## config.mk

```make
export PLATFORM = sky130hd
export DESIGN_NAME = pe_array_drain
export DESIGN_NICKNAME = d
export VERILOG_FILES = /design/src/rtl/pe_array_drain.sv
export SDC_FILE = /design/constraint.sdc
export NUM_CORES = 1
export LEC_CHECK = 0
export BUFFER_PORTS_ARGS = -buffer_cell sky130_fd_sc_hd__buf_2
export CORE_MARGIN = 3
export CORE_UTILIZATION = 40
export CTS_BUF_LIST = sky130_fd_sc_hd__clkbuf_2
export CTS_CLUSTER_SIZE = 10
export DETAILED_ROUTE_END_ITERATION = 12
export GPL_TIMING_DRIVEN = 0
export PLACE_DENSITY_LB_ADDON = 0.15
export SLEW_MARGIN = 10
export SYNTH_ARGS = -nofsm -noshare
export SYNTH_HDL_FRONTEND = slang
export SYNTH_SLANG_ARGS = --single-unit
```

## constraint.sdc

```tcl
create_clock -name clk -period 37.1 [get_ports clk]
set_input_delay 3.71 -clock clk [delete_from_list [all_inputs] [get_ports clk]]
set_output_delay 3.71 -clock clk [all_outputs]
set_load 0.02 [all_outputs]
```

## src/rtl/pe_array_drain.sv

```systemverilog
// pe_array_drain: snapshots PE result planes into ping-pong banks and streams them out one element per beat
module pe_array_drain #(
    parameter int ROWS   = 16,
    parameter int COLS   = 2,
    parameter int DATA_W = 16,
    parameter int TAG_W  = 4
) (
    input  logic                                    clk,
    input  logic                                    rst_n,
    input  logic [COLS-1:0][ROWS-1:0][DATA_W-1:0]   pe_array_out,
    input  logic                                    rounder_valid,
    input  logic [TAG_W-1:0]                        round_number,
    output logic                                    out_valid,
    input  logic                                    out_ready,
    output logic [DATA_W-1:0]                       out_data,
    output logic [$clog2(COLS*ROWS)-1:0]            out_idx,
    output logic [TAG_W-1:0]                        out_tag,
    output logic                                    out_last,
    output logic                                    busy,
    output logic                                    overflow
);
    localparam int BEATS = COLS * ROWS;
    localparam int IDX_W = $clog2(BEATS);

    logic [BEATS*DATA_W-1:0] plane [2];
    logic [TAG_W-1:0]        tag   [2];
    logic [1:0]              full;
    logic                    wr_ptr, rd_ptr;
    logic [IDX_W-1:0]        cnt;
    logic                    fire, last_hs, cap;

    assign out_valid = full[rd_ptr];
    assign fire      = out_valid && out_ready;
    assign last_hs   = fire && cnt == IDX_W'(BEATS - 1);
    // a bank emptied by this cycle's last beat is reusable by a coincident capture
    assign cap       = rounder_valid && (!full[wr_ptr] || (last_hs && rd_ptr == wr_ptr));
    // beat index {col,row} is exactly the element's position in the packed plane
    assign out_data  = out_valid ? plane[rd_ptr][cnt*DATA_W +: DATA_W] : '0;
    assign out_idx   = cnt;
    assign out_tag   = out_valid ? tag[rd_ptr] : '0;
    assign out_last  = out_valid && cnt == IDX_W'(BEATS - 1);
    assign busy      = |full;

    // store an accepted plane and its tag into the write bank
    always_ff @(posedge clk) begin
        if (cap) begin
            plane[wr_ptr] <= pe_array_out;
            tag[wr_ptr]   <= round_number;
        end
    end

    // bank occupancy, pointers, beat counter and sticky drop flag
    always_ff @(posedge clk or negedge rst_n) begin
        if (!rst_n) begin
            full     <= '0;
            wr_ptr   <= 1'b0;
            rd_ptr   <= 1'b0;
            cnt      <= '0;
            overflow <= 1'b0;
        end else begin
            if (fire) cnt <= last_hs ? '0 : cnt + 1'b1;
            if (last_hs) begin
                full[rd_ptr] <= 1'b0;
                rd_ptr       <= ~rd_ptr;
            end
            if (cap) begin
                full[wr_ptr] <= 1'b1;
                wr_ptr       <= ~wr_ptr;
            end
            if (rounder_valid && !cap) overflow <= 1'b1;
        end
    end
endmodule

```

* After elaboration in Yosys (flattened, before gate mapping) *
Memories as Yosys holds them, arrays and structs flattened.
Cells that the tools add are included.
Widths: inputs -> output; s select.

operators by class
  $lt $le $gt $ge = 4
  bitwise operators = 5
  reductions and logical operators = 12
  equality and inequality tests = 2
  add/sub/neg operators = 1
  multiplexer cells = 15
  shift-type cells = 1

operator list
  cell                 count
  $shiftx 512x10->16   1
  $mux 16              1
  $logic_and 1x1->1    8
  $mux 1               8
  $add 5x1->5 const B  1
  $eq 5x5->1 const B   1
  $mux 5               1
  $lt 1x2->1 const B   2
  $mux 2               2
  $mux 4               1
  $and 2x2->2          1
  $demux 1 s1          2
  $ge 1x1->1 const B   2
  $logic_not 1->1      2
  $not 1->1            2
  $not 2->2            1
  $or 2x2->2           1
  $reduce_or 2->1      1
  $eq 1x1->1           1
  $logic_or 1x1->1     1

storage, ports and cells
  output and inout bits = 29
  bits in registers = 10
  input bits = 520
  RAM bits = 1032
  memories = 2

memory list
  memory  depth  width  rd ports  clocked after memory_dff  write ports  RTL line  RTL
  plane   2      512    1         0                         1            25        logic [BEATS*DATA_W-1:0] plane [2];
  tag     2      4      1         0                         1            26        logic [TAG_W-1:0] tag [2];

* Logic depth before layout (Yosys ltp) *
  depth in word-level cells = 9
  gate-level depth with buffers = 9
  gate-level depth less buffers = 7

* Worst setup path before layout *
Ideal clock, no wire load.

  path type = input -> register
  start point = input port out_ready
  end point = memory plane[1][0] in the netlist's numbering (enable)
  data arrival time = 28589 ps
  stages = 2
  slack = 6936 ps
  setup time = 1575 ps
  cells stage by stage = nand3_1 a21oi_1

on the way
  longest elaborated chain between the ends = 7

RTL lines
  what                          RTL line  RTL
  start, declared               14        input logic out_ready,
  $logic_and 1x1->1             33        assign fire = out_valid && out_ready;
  $logic_and 1x1->1             34        assign last_hs = fire && cnt == IDX_W'(BEATS - 1);
  $logic_and 1x1->1             36        assign cap = rounder_valid && (!full[wr_ptr] || (last_hs && rd_ptr == wr_ptr));
  $logic_or 1x1->1              36
  $logic_and 1x1->1             36
  $mux 1                        46        if (cap) begin
  $mux 1 (not written as such)  47        plane[wr_ptr] <= pe_array_out;
  end, declared                 25

No other way between the ends.

* Worst setup path after layout *
  start point = register cnt[2] (netlist: out_idx[2])
  end point = output port out_data[6]

on the way
  longest elaborated chain between the ends = 2

RTL lines
  what                    RTL line  RTL
  start, declared         29        logic [IDX_W-1:0] cnt;
  start signal, assigned  61        if (fire) cnt <= last_hs ? '0 : cnt + 1'b1;
  $shiftx 512x10->16      38        assign out_data = out_valid ? plane[rd_ptr][cnt*DATA_W +: DATA_W] : '0;
  $mux 16                 38
  end, declared           15        output logic [DATA_W-1:0] out_data,

No other way between the ends.

==> flow_summary_export.csv <==
group,metric,value,unit
synth,syn-num-nets,2358,
floorplan,dieHeight,321,um
place,portBuffers,548,
finish,multiInputGateArea,7880,um2
synth,synth_area_leaders,"edfxtp_1 (78%), mux4_2 (10%), mux2i_1 (4.5%)",
place,dp_slack,29.92,ns
worst_setup_path,reg2reg_slack,31.55,ns
finish,drive_gt1_share,43.4,%
worst_setup_path,reg2reg_depth,15,
sta,hold_viol,0,
floorplan,dieArea,103000,um2
synth,yosysMostFrequentCell,"edfxtp_1",
floorplan,core_area,97600,um2
worst_setup_path,cp_max_fo,10,
route,drc,0,
synth,synthFlopType,"edfxtp_1",
synth,ys_warn_count,0,
clocking,cts_resized,0,
clocking,root_buffer,"clkbuf_2",
synth,synth_edf_count,1032,
finish,finalNonFillerCells,4221,
finish,fillers,8478,
sta,final_max_slew_viol_count,0,
synth,async_reset_ff_share,0.960,%
sta,whs,0.513,ns
worst_setup_path,startpoint_type,"flip-flop",
pwr,p_seq_share,44.7,%
grt,overflow,0,
worst_setup_path,crit_path_end_kind,"primary output",
floorplan,rows,114,
finish,areaGrowthSynthToFinish,19.8,%
clocking,cts_inserted_buffers,287,
floorplan,die_w,321,um
sta,finClkSkew,0.140,ns
place,placedCellCount,3704,
hold_path,holdPathStages,1,
grt,grt_max_degree,33,
worst_setup_path,crit_arrival,4.93,ns
grt,grt_use_total,24.0,%
clocking,path_clk_slew,0.10,ns
pwr,power.total,2.93,mW
finish,nNetsFinal,3239,
hold_path,holdCritStartpoint,"overflow",
route,wl,124000,um
route,drt-initial-drc-count,1907,
pwr,intPower,1.91,mW
route,vias,22500,
worst_setup_path,crit_start,"out_idx[2]",
place,place_area,45100,um2
sta,slew-limit-headroom,21.1,%
place,hpwlAfterDp,92600,um
pwr,p_per_area,61.6,nW/um2
floorplan,start_util,40.7,%
synth,synth_area,39700,um2
hold_path,min_path_type,"flip-flop to flip-flop",
sta,max_freq,116,MHz
sta,rsz0062_at_grt,"no",
clocking,cts.path.max_buffers,4,
sta,worst_slack,28.46,ns
finish,postLayoutCoreUtil,48.8,%
grt,grt_pass1_wl,172000,um
sta,finalSetupViolations,0,
clocking,clock_latency,1.50,ns
route,via_per_inst,5.33,
clocking,cts_tree,"done",
pwr,clkPwrFrac,26.3,%
route,drtPass1Iterations,5,
worst_setup_path,setup.worst_path.class,"flip-flop to primary output",
worst_setup_path,required,33.39,ns
worst_setup_path,r2r_end,"plane[0][120]",
synth,avgSynthCellArea,21.6,um2
sta,fin_crit,8.64,ns
synth,ys_ff_latch,1042,
sta,fin_tns_setup,0,ns
route,drtAntennaViolNets,0,
synth,seq_area_frac_synth,78.7,%
job,cap_violations,0,
synth,synth_top_cell_area_share,78.0,%
pwr,power_leakage,16.3,nW
finish,final_area,47600,um2
synth,synth_top_area_cell,"edfxtp_1",
clocking,cts_setup_buffers,0,
hold_path,hold_end,"overflow",
place,gp_congestion,0.784,
synth,ys_top_cells_by_count,"edfxtp_1 (1,032), mux2i_1 (180), mux4_2 (176)",
clocking,htreeDepth,5,
worst_setup_path,r2r_start,"out_idx[2]",
synth,syn_inst,1836,
grt,grt_pass1_vias,24400,
clocking,postCtsHoldBufs,0,
grt,antenna_found_initial,98,
outcome,status,"finished clean",
clocking,clock_sinks,1042,
pwr,vdd_drop_max,0.0000299,V
route,wl_per_cell,29.4,um
pwr,p_sw,1.02,mW
sta,tightest_slew,1.17,ns
sta,min_period_over_period,23.3,%
finish,seq_area,31200,um2
synth,ys_types,39,
pwr,swShare,34.7,%
floorplan,ios,549,
pwr,p_comb_share,29.0,%
## how the worst max path moves through the flow
stage	to	slack, ns	depth (start not counted)
2_1_floorplan	plane[1][0]	6.94	2
3_3_place_gp	plane[1][2]	-6.40	3
3_5_place_dp	out_data[6]	29.92	7
4_1_cts	out_data[6]	28.18	7
5_1_grt	out_data[6]	28.24	7
6_report	out_data[6]	28.46	7
## critical path: stages, from the launching register on
cell     delay, ns
dfrtp_1       0.49
buf_2         0.27
buf_1         0.77
mux4_2        0.42
o21ai_0       0.91
nand2_1       0.13
a32o_1        0.29
buf_2         0.20
## registers in the layout, indices dropped and copies added (netlist names)
register  cells
plane      1024
tag           8
out_idx       5
full          2
overflow      1
rd_ptr        1
wr_ptr        1
## power groups by stage
stage | registers, mW | logic (mW) | clock network [mW]
final | 1.31 | 0.850 | 0.771
after global routing | 1.31 | 0.898 | 0.870
after CTS | 1.31 | 0.868 | 0.803
after detailed placement | 1.34 | 0.866 | 0
after global placement | 1.35 | 0.859 | 0
after floorplan | 1.35 | 0.462 | 0
## kinds of logic after synthesis
family / synth area share, %
mux: 14.6
xor+xnor: 0.0221
buf+inv: 1.55
flops: 78.7
compound gates: 4.33
fa+ha+maj: 0.0630
simple gates: 0.803
## layer usage
metal  vias to the layer above  GRT usage, %  part of all wire, %
li1                       9775             -                    -
met5                         -             0                 0.30
met2                       998          39.9                   50
met4                        60          8.54                  2.8
met1                     11400          28.9                   38
met3                       285          8.82                  9.2
## cell type report
type	instances	share of cell area, %
Inverter	2	0.0158
Timing Repair Buffer	592	7.85
Buffer	108	1.28
Clock buffer	405	4.26
Clock inverter	61	0.721
Sequential cell	1042	65.7
Antenna cell	51	0.268
Tap cell	1276	3.36
Multi-Input combinational cell	684	16.6
## cells in the final DEF (no fill, tap or decap), types with 4 or more instances in the layout
| cell | Yosys | routed |
|---|---|---|
| a22oi_1 | 31 | 31 |
| nor2b_1 | 4 | 4 |
| buf_12 | 0 | 29 |
| buf_1 | 6 | 6 |
| nor2_1 | 13 | 12 |
| diode_2 | 0 | 51 |
| clkbuf_2 | 0 | 405 |
| mux2i_1 | 180 | 180 |
| buf_16 | 0 | 15 |
| o22ai_1 | 31 | 31 |
| a32o_1 | 15 | 15 |
| bufinv_16 | 0 | 4 |
| buf_6 | 15 | 15 |
| mux4_2 | 176 | 176 |
| buf_4 | 14 | 14 |
| edfxtp_1 | 1032 | 1032 |
| clkbuf_1 | 43 | 43 |
| buf_2 | 30 | 578 |
| dfrtp_1 | 10 | 10 |
| inv_2 | 0 | 6 |
| nand3_1 | 4 | 4 |
| o21ai_0 | 39 | 39 |
| nand2_1 | 42 | 42 |
| a221oi_1 | 16 | 16 |
| clkinv_2 | 0 | 7 |
| o221ai_1 | 31 | 31 |
| clkinv_1 | 0 | 44 |
| a211oi_1 | 31 | 31 |
| a21oi_1 | 48 | 47 |
No activity file was read; power rests on OpenSTA's default activity.
